### config.mk
export PLATFORM = sky130hd
export DESIGN_NAME = huffman_build_ctrl
export DESIGN_NICKNAME = d
export VERILOG_FILES = /design/src/rtl/huffman_build_ctrl.sv
export SDC_FILE = /design/constraint.sdc
export NUM_CORES = 1
export LEC_CHECK = 0
export ABC_AREA = 1
export BUFFER_PORTS_ARGS = -buffer_cell sky130_fd_sc_hd__buf_2
export CORE_MARGIN = 2
export CORE_UTILIZATION = 45
export CTS_CLUSTER_SIZE = 30
export DETAILED_ROUTE_END_ITERATION = 8
export PLACE_DENSITY = 0.68
export SLEW_MARGIN = 10
export SYNTH_ARGS = -nofsm -noshare
export SYNTH_HDL_FRONTEND = slang
export SYNTH_SLANG_ARGS = --single-unit
### constraint.sdc
create_clock -name CLK -period 2.19 [get_ports CLK]
set_clock_uncertainty 0.2 [all_clocks]
set_input_delay 0.1095 -clock CLK [delete_from_list [all_inputs] [get_ports CLK]]
set_output_delay 0.1095 -clock CLK [all_outputs]
set_load 0.005 [all_outputs]
### src/rtl/huffman_build_ctrl.sv
// huffman_build_ctrl: frame sequencer for the 4-symbol Huffman datapath (optional BUILD watchdog via HUFF_CTRL_TIMEOUT_EN)
module huffman_build_ctrl #(
  parameter int CNT_W       = 4,
  parameter int BUILD_MIN   = 2,
  parameter int TIMEOUT_CYC = 64
) (
  input  logic             CLK,
  input  logic             nRST,
  input  logic             start,
  input  logic             sym_valid,
  input  logic [1:0]       sym,
  input  logic             sym_last,
  input  logic             build_done,
  input  logic             out_ready,
  output logic [1:0]       state,
  output logic [CNT_W-1:0] cnt_A,
  output logic [CNT_W-1:0] cnt_B,
  output logic [CNT_W-1:0] cnt_C,
  output logic [CNT_W-1:0] cnt_D,
  output logic             sym_ready,
  output logic             table_valid,
  output logic             sat,
  output logic             err
);
  localparam int LIM  = TIMEOUT_CYC > BUILD_MIN ? TIMEOUT_CYC : BUILD_MIN;
  localparam int BC_W = $clog2(LIM + 1);
  typedef enum logic [1:0] {IDLE = 2'b00, COUNT = 2'b01, BUILD = 2'b10, OUT = 2'b11} state_t;
  state_t cur, nxt;
  logic [BC_W-1:0] bc;
  logic [CNT_W-1:0] cnt [4];
  logic done_ok, tmo, go;
  assign go      = cur == IDLE && start;
  assign done_ok = build_done && bc >= BC_W'(BUILD_MIN - 1);
`ifdef HUFF_CTRL_TIMEOUT_EN
  assign tmo = bc == BC_W'(TIMEOUT_CYC - 1);
`else
  assign tmo = 1'b0;
`endif
  assign state       = cur;
  assign sym_ready   = cur == COUNT;
  assign table_valid = cur == OUT;
  assign cnt_A = cnt[0];
  assign cnt_B = cnt[1];
  assign cnt_C = cnt[2];
  assign cnt_D = cnt[3];
  // phase register
  always_ff @(posedge CLK or negedge nRST)
    if (!nRST) cur <= IDLE;
    else cur <= nxt;
  // next phase; build_done takes priority over the watchdog
  always_comb begin
    nxt = cur;
    nxt = go ? COUNT :
          (cur == COUNT && sym_valid && sym_last) ? BUILD :
          (cur == BUILD && done_ok) ? OUT :
          (cur == BUILD && tmo) ? IDLE :
          (cur == OUT && out_ready) ? IDLE : cur;
  end
  // BUILD residency counter, zero outside BUILD and saturating inside
  always_ff @(posedge CLK or negedge nRST)
    if (!nRST) bc <= '0;
    else bc <= cur != BUILD ? '0 : (&bc ? bc : bc + 1'b1);
  // frequency counters and sticky saturation flag
  always_ff @(posedge CLK or negedge nRST)
    if (!nRST) begin
      cnt <= '{default: '0};
      sat <= 1'b0;
    end else if (go) begin
      cnt <= '{default: '0};
      sat <= 1'b0;
    end else if (cur == COUNT && sym_valid) begin
      if (&cnt[sym]) sat <= 1'b1;
      else cnt[sym] <= cnt[sym] + 1'b1;
    end
`ifdef HUFF_CTRL_TIMEOUT_EN
  // sticky watchdog error, cleared by an accepted start
  always_ff @(posedge CLK or negedge nRST)
    if (!nRST) err <= 1'b0;
    else if (go) err <= 1'b0;
    else if (cur == BUILD && tmo && !done_ok) err <= 1'b1;
`else
  assign err = 1'b0;
`endif
endmodule

==> impl_metrics.xml <==
<?xml version="1.0" encoding="UTF-8"?>
<metrics>
  <group name="setup_path">
    <metric name="critPathArrivalTime" unit="ns">2.03</metric>
    <metric name="cpLargestDelayFamily" unit="">buffers and inverters</metric>
    <metric name="path_cells" unit="">inv_1 &gt; ha_1 &gt; nor2_1 &gt; nand3_1 &gt; o21ai_0 &gt; o2bb2ai_1 &gt; dlygate4sd3_1 &gt; nand2_1 &gt; nand2_1</metric>
    <metric name="timing.critical_path.slowest_cell_delay" unit="ns">0.55</metric>
    <metric name="critical_path_peak_fanout" unit="">4</metric>
    <metric name="worst_setup_path_start_kind" unit="">flip-flop</metric>
    <metric name="critical_path.endpoint_type" unit="">flip-flop</metric>
    <metric name="crit_type" unit="">reg -&gt; reg</metric>
    <metric name="critical_path.most_common_cell" unit="">nand2_1</metric>
    <metric name="worstPathRequired" unit="ns">2.21</metric>
    <metric name="critPathSlowestCell" unit="">dlygate4sd3_1</metric>
    <metric name="timing.critical_path.buf_inv" unit="">2</metric>
  </group>
  <group name="place">
    <metric name="port-buffer-count" unit="">29</metric>
    <metric name="placer_s_final_routability_congestion_estimate" unit="">0.9033</metric>
    <metric name="detailedPlacementHpwl" unit="um">2682</metric>
  </group>
  <group name="global_routing">
    <metric name="antenna_found_initial" unit="">0</metric>
    <metric name="grt_use_total" unit="">0.1954</metric>
    <metric name="gr-total-overflow" unit="">0</metric>
    <metric name="grt_pass1_wl" unit="um">5595</metric>
    <metric name="grt_pass1_vias" unit="">1156</metric>
    <metric name="pin_count_of_the_biggest_net_entering_global_routing" unit="">27</metric>
  </group>
  <group name="die">
    <metric name="boundaryPins" unit="">31</metric>
    <metric name="core.rowCount" unit="">21</metric>
    <metric name="die-width" unit="um">61.96</metric>
    <metric name="dieArea" unit="sq mm">0.003838</metric>
    <metric name="initial_core_util" unit="">0.4602</metric>
    <metric name="floorplan.die.height" unit="um">61.96</metric>
    <metric name="design.core.area" unit="sq mm">0.003284</metric>
  </group>
  <group name="pwr">
    <metric name="clkPwrFrac" unit="">0.172</metric>
    <metric name="swShare" unit="">0.3743</metric>
    <metric name="seqPwrFrac" unit="">0.458</metric>
    <metric name="power.total" unit="W">0.001385</metric>
    <metric name="power.leakage" unit="nW">1.023</metric>
    <metric name="power_switching" unit="W">0.0005183</metric>
    <metric name="cellInternalPower" unit="W">0.0008665</metric>
    <metric name="powerDensity" unit="mW/mm^2">770.7</metric>
    <metric name="power.share.combinational" unit="">0.370</metric>
    <metric name="irDropWorstVdd" unit="mV">0.4509</metric>
  </group>
  <group name="timing">
    <metric name="final-max-slew-violation-count" unit="">0</metric>
    <metric name="setup_viol" unit="">0</metric>
    <metric name="min_period_over_period" unit="">0.9169</metric>
    <metric name="hold_viol" unit="">0</metric>
    <metric name="timing.setup.tns" unit="ns">0</metric>
    <metric name="relSlewSlack" unit="">0.6097</metric>
    <metric name="timing.final.crit_period" unit="ns">2.008</metric>
    <metric name="rsz0062_at_grt" unit="">false</metric>
    <metric name="clock.fmax" unit="MHz">498.0</metric>
    <metric name="tightest_slew" unit="ns">0.5855</metric>
  </group>
  <group name="cts">
    <metric name="largest_buffer_count_on_any_clock_path" unit="">2</metric>
    <metric name="clkSinkCount" unit="">26</metric>
    <metric name="clock_tree.htree_level_count" unit="">1</metric>
    <metric name="cts-buffers-inserted" unit="">3</metric>
    <metric name="tritoncts_clock_tree" unit="">done</metric>
    <metric name="root_buffer_master" unit="">clkbuf_4</metric>
    <metric name="clock_network_latency_to_the_later_pin_of_the_worst_skew_pair" unit="ns">0.31</metric>
    <metric name="worst_setup_hold_path_clk_slew" unit="ns">0.14</metric>
  </group>
  <group name="synth">
    <metric name="synth_top_area_frac" unit="">0.4305</metric>
    <metric name="synth.top_cells.by_area" unit="">dfrtp_1, nand2_1, nand3_1</metric>
    <metric name="yosysSeqAreaShare" unit="">0.4305</metric>
    <metric name="synth_fp_nets" unit="">215</metric>
    <metric name="synth_area" unit="sq mm">0.001511</metric>
    <metric name="synth_cells" unit="">203</metric>
    <metric name="postSynthAreaPerCell" unit="sq um">7.446</metric>
    <metric name="yosys.area.top_type" unit="">dfrtp_1</metric>
    <metric name="ys_seq_elements" unit="">26</metric>
    <metric name="synth.distinct_cells" unit="">25</metric>
    <metric name="yosysWarningCount" unit="">0</metric>
  </group>
  <group name="finish">
    <metric name="design.final.nets" unit="">252</metric>
    <metric name="sequential_cell_area" unit="sq um">650.6</metric>
    <metric name="finish.utilization" unit="">0.5470</metric>
    <metric name="n_antenna_cell" unit="">0</metric>
    <metric name="multi_input_comb_area" unit="sq um">768.2</metric>
    <metric name="nFillCells" unit="">320</metric>
    <metric name="post_route_cells_drive_above_1_share" unit="">0.2134</metric>
    <metric name="layout.cells.most_common_list" unit="">nand2_1, buf_2, nand3_1, dfrtp_1</metric>
    <metric name="area_delta_synth_final" unit="%">18.87</metric>
    <metric name="most_common_cell_after_layout_fill_and_taps_aside" unit="">nand2_1</metric>
  </group>
  <group name="detailed_routing">
    <metric name="detailroute.via_count" unit="">1407</metric>
    <metric name="drtPass1Iterations" unit="">4</metric>
    <metric name="drt_iter0_markers" unit="">87</metric>
    <metric name="route.final.wire_length" unit="um">3488</metric>
    <metric name="ant_nets" unit="">0</metric>
    <metric name="avgRoutedWirePerCell" unit="um">12.24</metric>
    <metric name="post-route-drc-count" unit="">0</metric>
    <metric name="vias_per_cell" unit="">4.937</metric>
  </group>
  <group name="flow_run">
    <metric name="maxCapViolations" unit="">0</metric>
  </group>
  <group name="outcome">
    <metric name="outcome" unit="">completed</metric>
  </group>
  <group name="hold_path">
    <metric name="worst_hold_path_type" unit="">in -&gt; reg</metric>
  </group>
</metrics>
==> worst reg2reg max path, stage by stage (launching register included) <==
cell and delay, ns:
dfrtp_1 0.37, inv_1 0.08, ha_1 0.18, nor2_1 0.09
nand3_1 0.06, o21ai_0 0.20, o2bb2ai_1 0.07, dlygate4sd3_1 0.55
nand2_1 0.06, nand2_1 0.04
==> flip-flops by register name (all words and copies together), names as in the netlist <==
register,count
cnt_C,4
state,2
cnt_A,4
cnt_D,4
cnt_B,4
bc,7
sat,1
==> cells in the mapped netlist <==
cell type and count:
a31oi_1 1, buf_2 1, buf_4 2, clkbuf_1 1, conb_1 1, dfrtp_1 26, ha_1 3, inv_1 11
inv_2 8, nand2_1 84, nand2_2 2, nand3_1 27, nand3_4 5, nand3b_1 1, nand4_1 5, nor2_1 12
nor2_2 1, nor3_1 2, o211a_1 1, o21a_1 1, o21ai_0 4, o22ai_1 1, o2bb2ai_1 1, or2_1 1
xor2_1 1
==> metal layers <==
layer  vias up  GRT usage  routed length, um  part of all wire
li1        733          -                  -                 -
met1       639     0.2987               1780              0.51
met2        33     0.2872               1540              0.44
met3         2    0.02484                142             0.041
met4         0    0.05775                 24            0.0069
met5         -          0                  0                 0
==> worst paths after layout <==
| kind | slack [ns] | startpoint | cells past startpoint | endpoint |
|---|---|---|---|---|
| worst max-delay path | 0.18 | bc[1]$_DFFE_PN0P_ | 9 | state[0]$_DFFE_PN0P_ |
| worst min-delay path | 0.04 | start | 3 | sat$_DFFE_PN0P_ |
| worst max register to register | 0.18 | bc[1]$_DFFE_PN0P_ | 9 | state[0]$_DFFE_PN0P_ |
| worst min register to register | 0.32 | sat$_DFFE_PN0P_ | 1 | sat$_DFFE_PN0P_ |
| max in group asynchronous | 1.30 | nRST | 2 | cnt_C[3]$_DFFE_PN0P_ |
| min in group asynchronous | 0.11 | nRST | 2 | cnt_B[2]$_DFFE_PN0P_ |
==> kinds of logic (layout without fill, tap and decap cells) <==
kind of cell	Yosys count	count (layout)	synth area share
xor+xnor	1	1	0.005796
flops	26	26	0.4305
compound gates	9	9	0.03892
buf+inv	23	59	0.06291
other cells	1	1	0.002481
fa+ha+maj	3	3	0.02484
simple gates	140	140	0.4346
==> power by group through the flow <==
stage	Combinational (W)	Clock, W	Sequential, W
after global routing	0.000590	0.000271	0.000645
after detailed placement	0.000476	0	0.000643
after global placement	0.000473	0	0.000643
after CTS	0.000515	0.000250	0.000634
final	0.000512	0.000238	0.000634
after floorplan	0.000302	0	0.000629
==> area by class of cell <==
| type | count | share of cell area |
|---|---|---|
| clock buffers | 4 | 0.02020 |
| inverters | 19 | 0.03969 |
| multi-input cells | 154 | 0.4276 |
| flip-flops and latches | 26 | 0.3621 |
| well taps | 46 | 0.03203 |
| repair buffers | 36 | 0.1184 |
==> timing repair <==
action | CTS | global route
buffers inserted | 0 | 0
hold buffers | 6 | 0
endpoints found under the setup margin | 0 | 1
hold endpoints to repair | 29 | 0
gates resized for setup | 0 | 1
==> stage by stage <==
step	instances	hold WS (ns)	instance area, sq um	worst slack, ns
floorplan	203	-0.3861	1511	0.6257
global placement	275	-0.04424	1698	0.4651
finish	285	0.03803	1797	0.1820
detailed placement	275	-0.04480	1698	0.4295
CTS	285	0.01747	1794	0.1099
global route	285	0.05938	1797	0.004306
(Power assumes the default switching activity.)
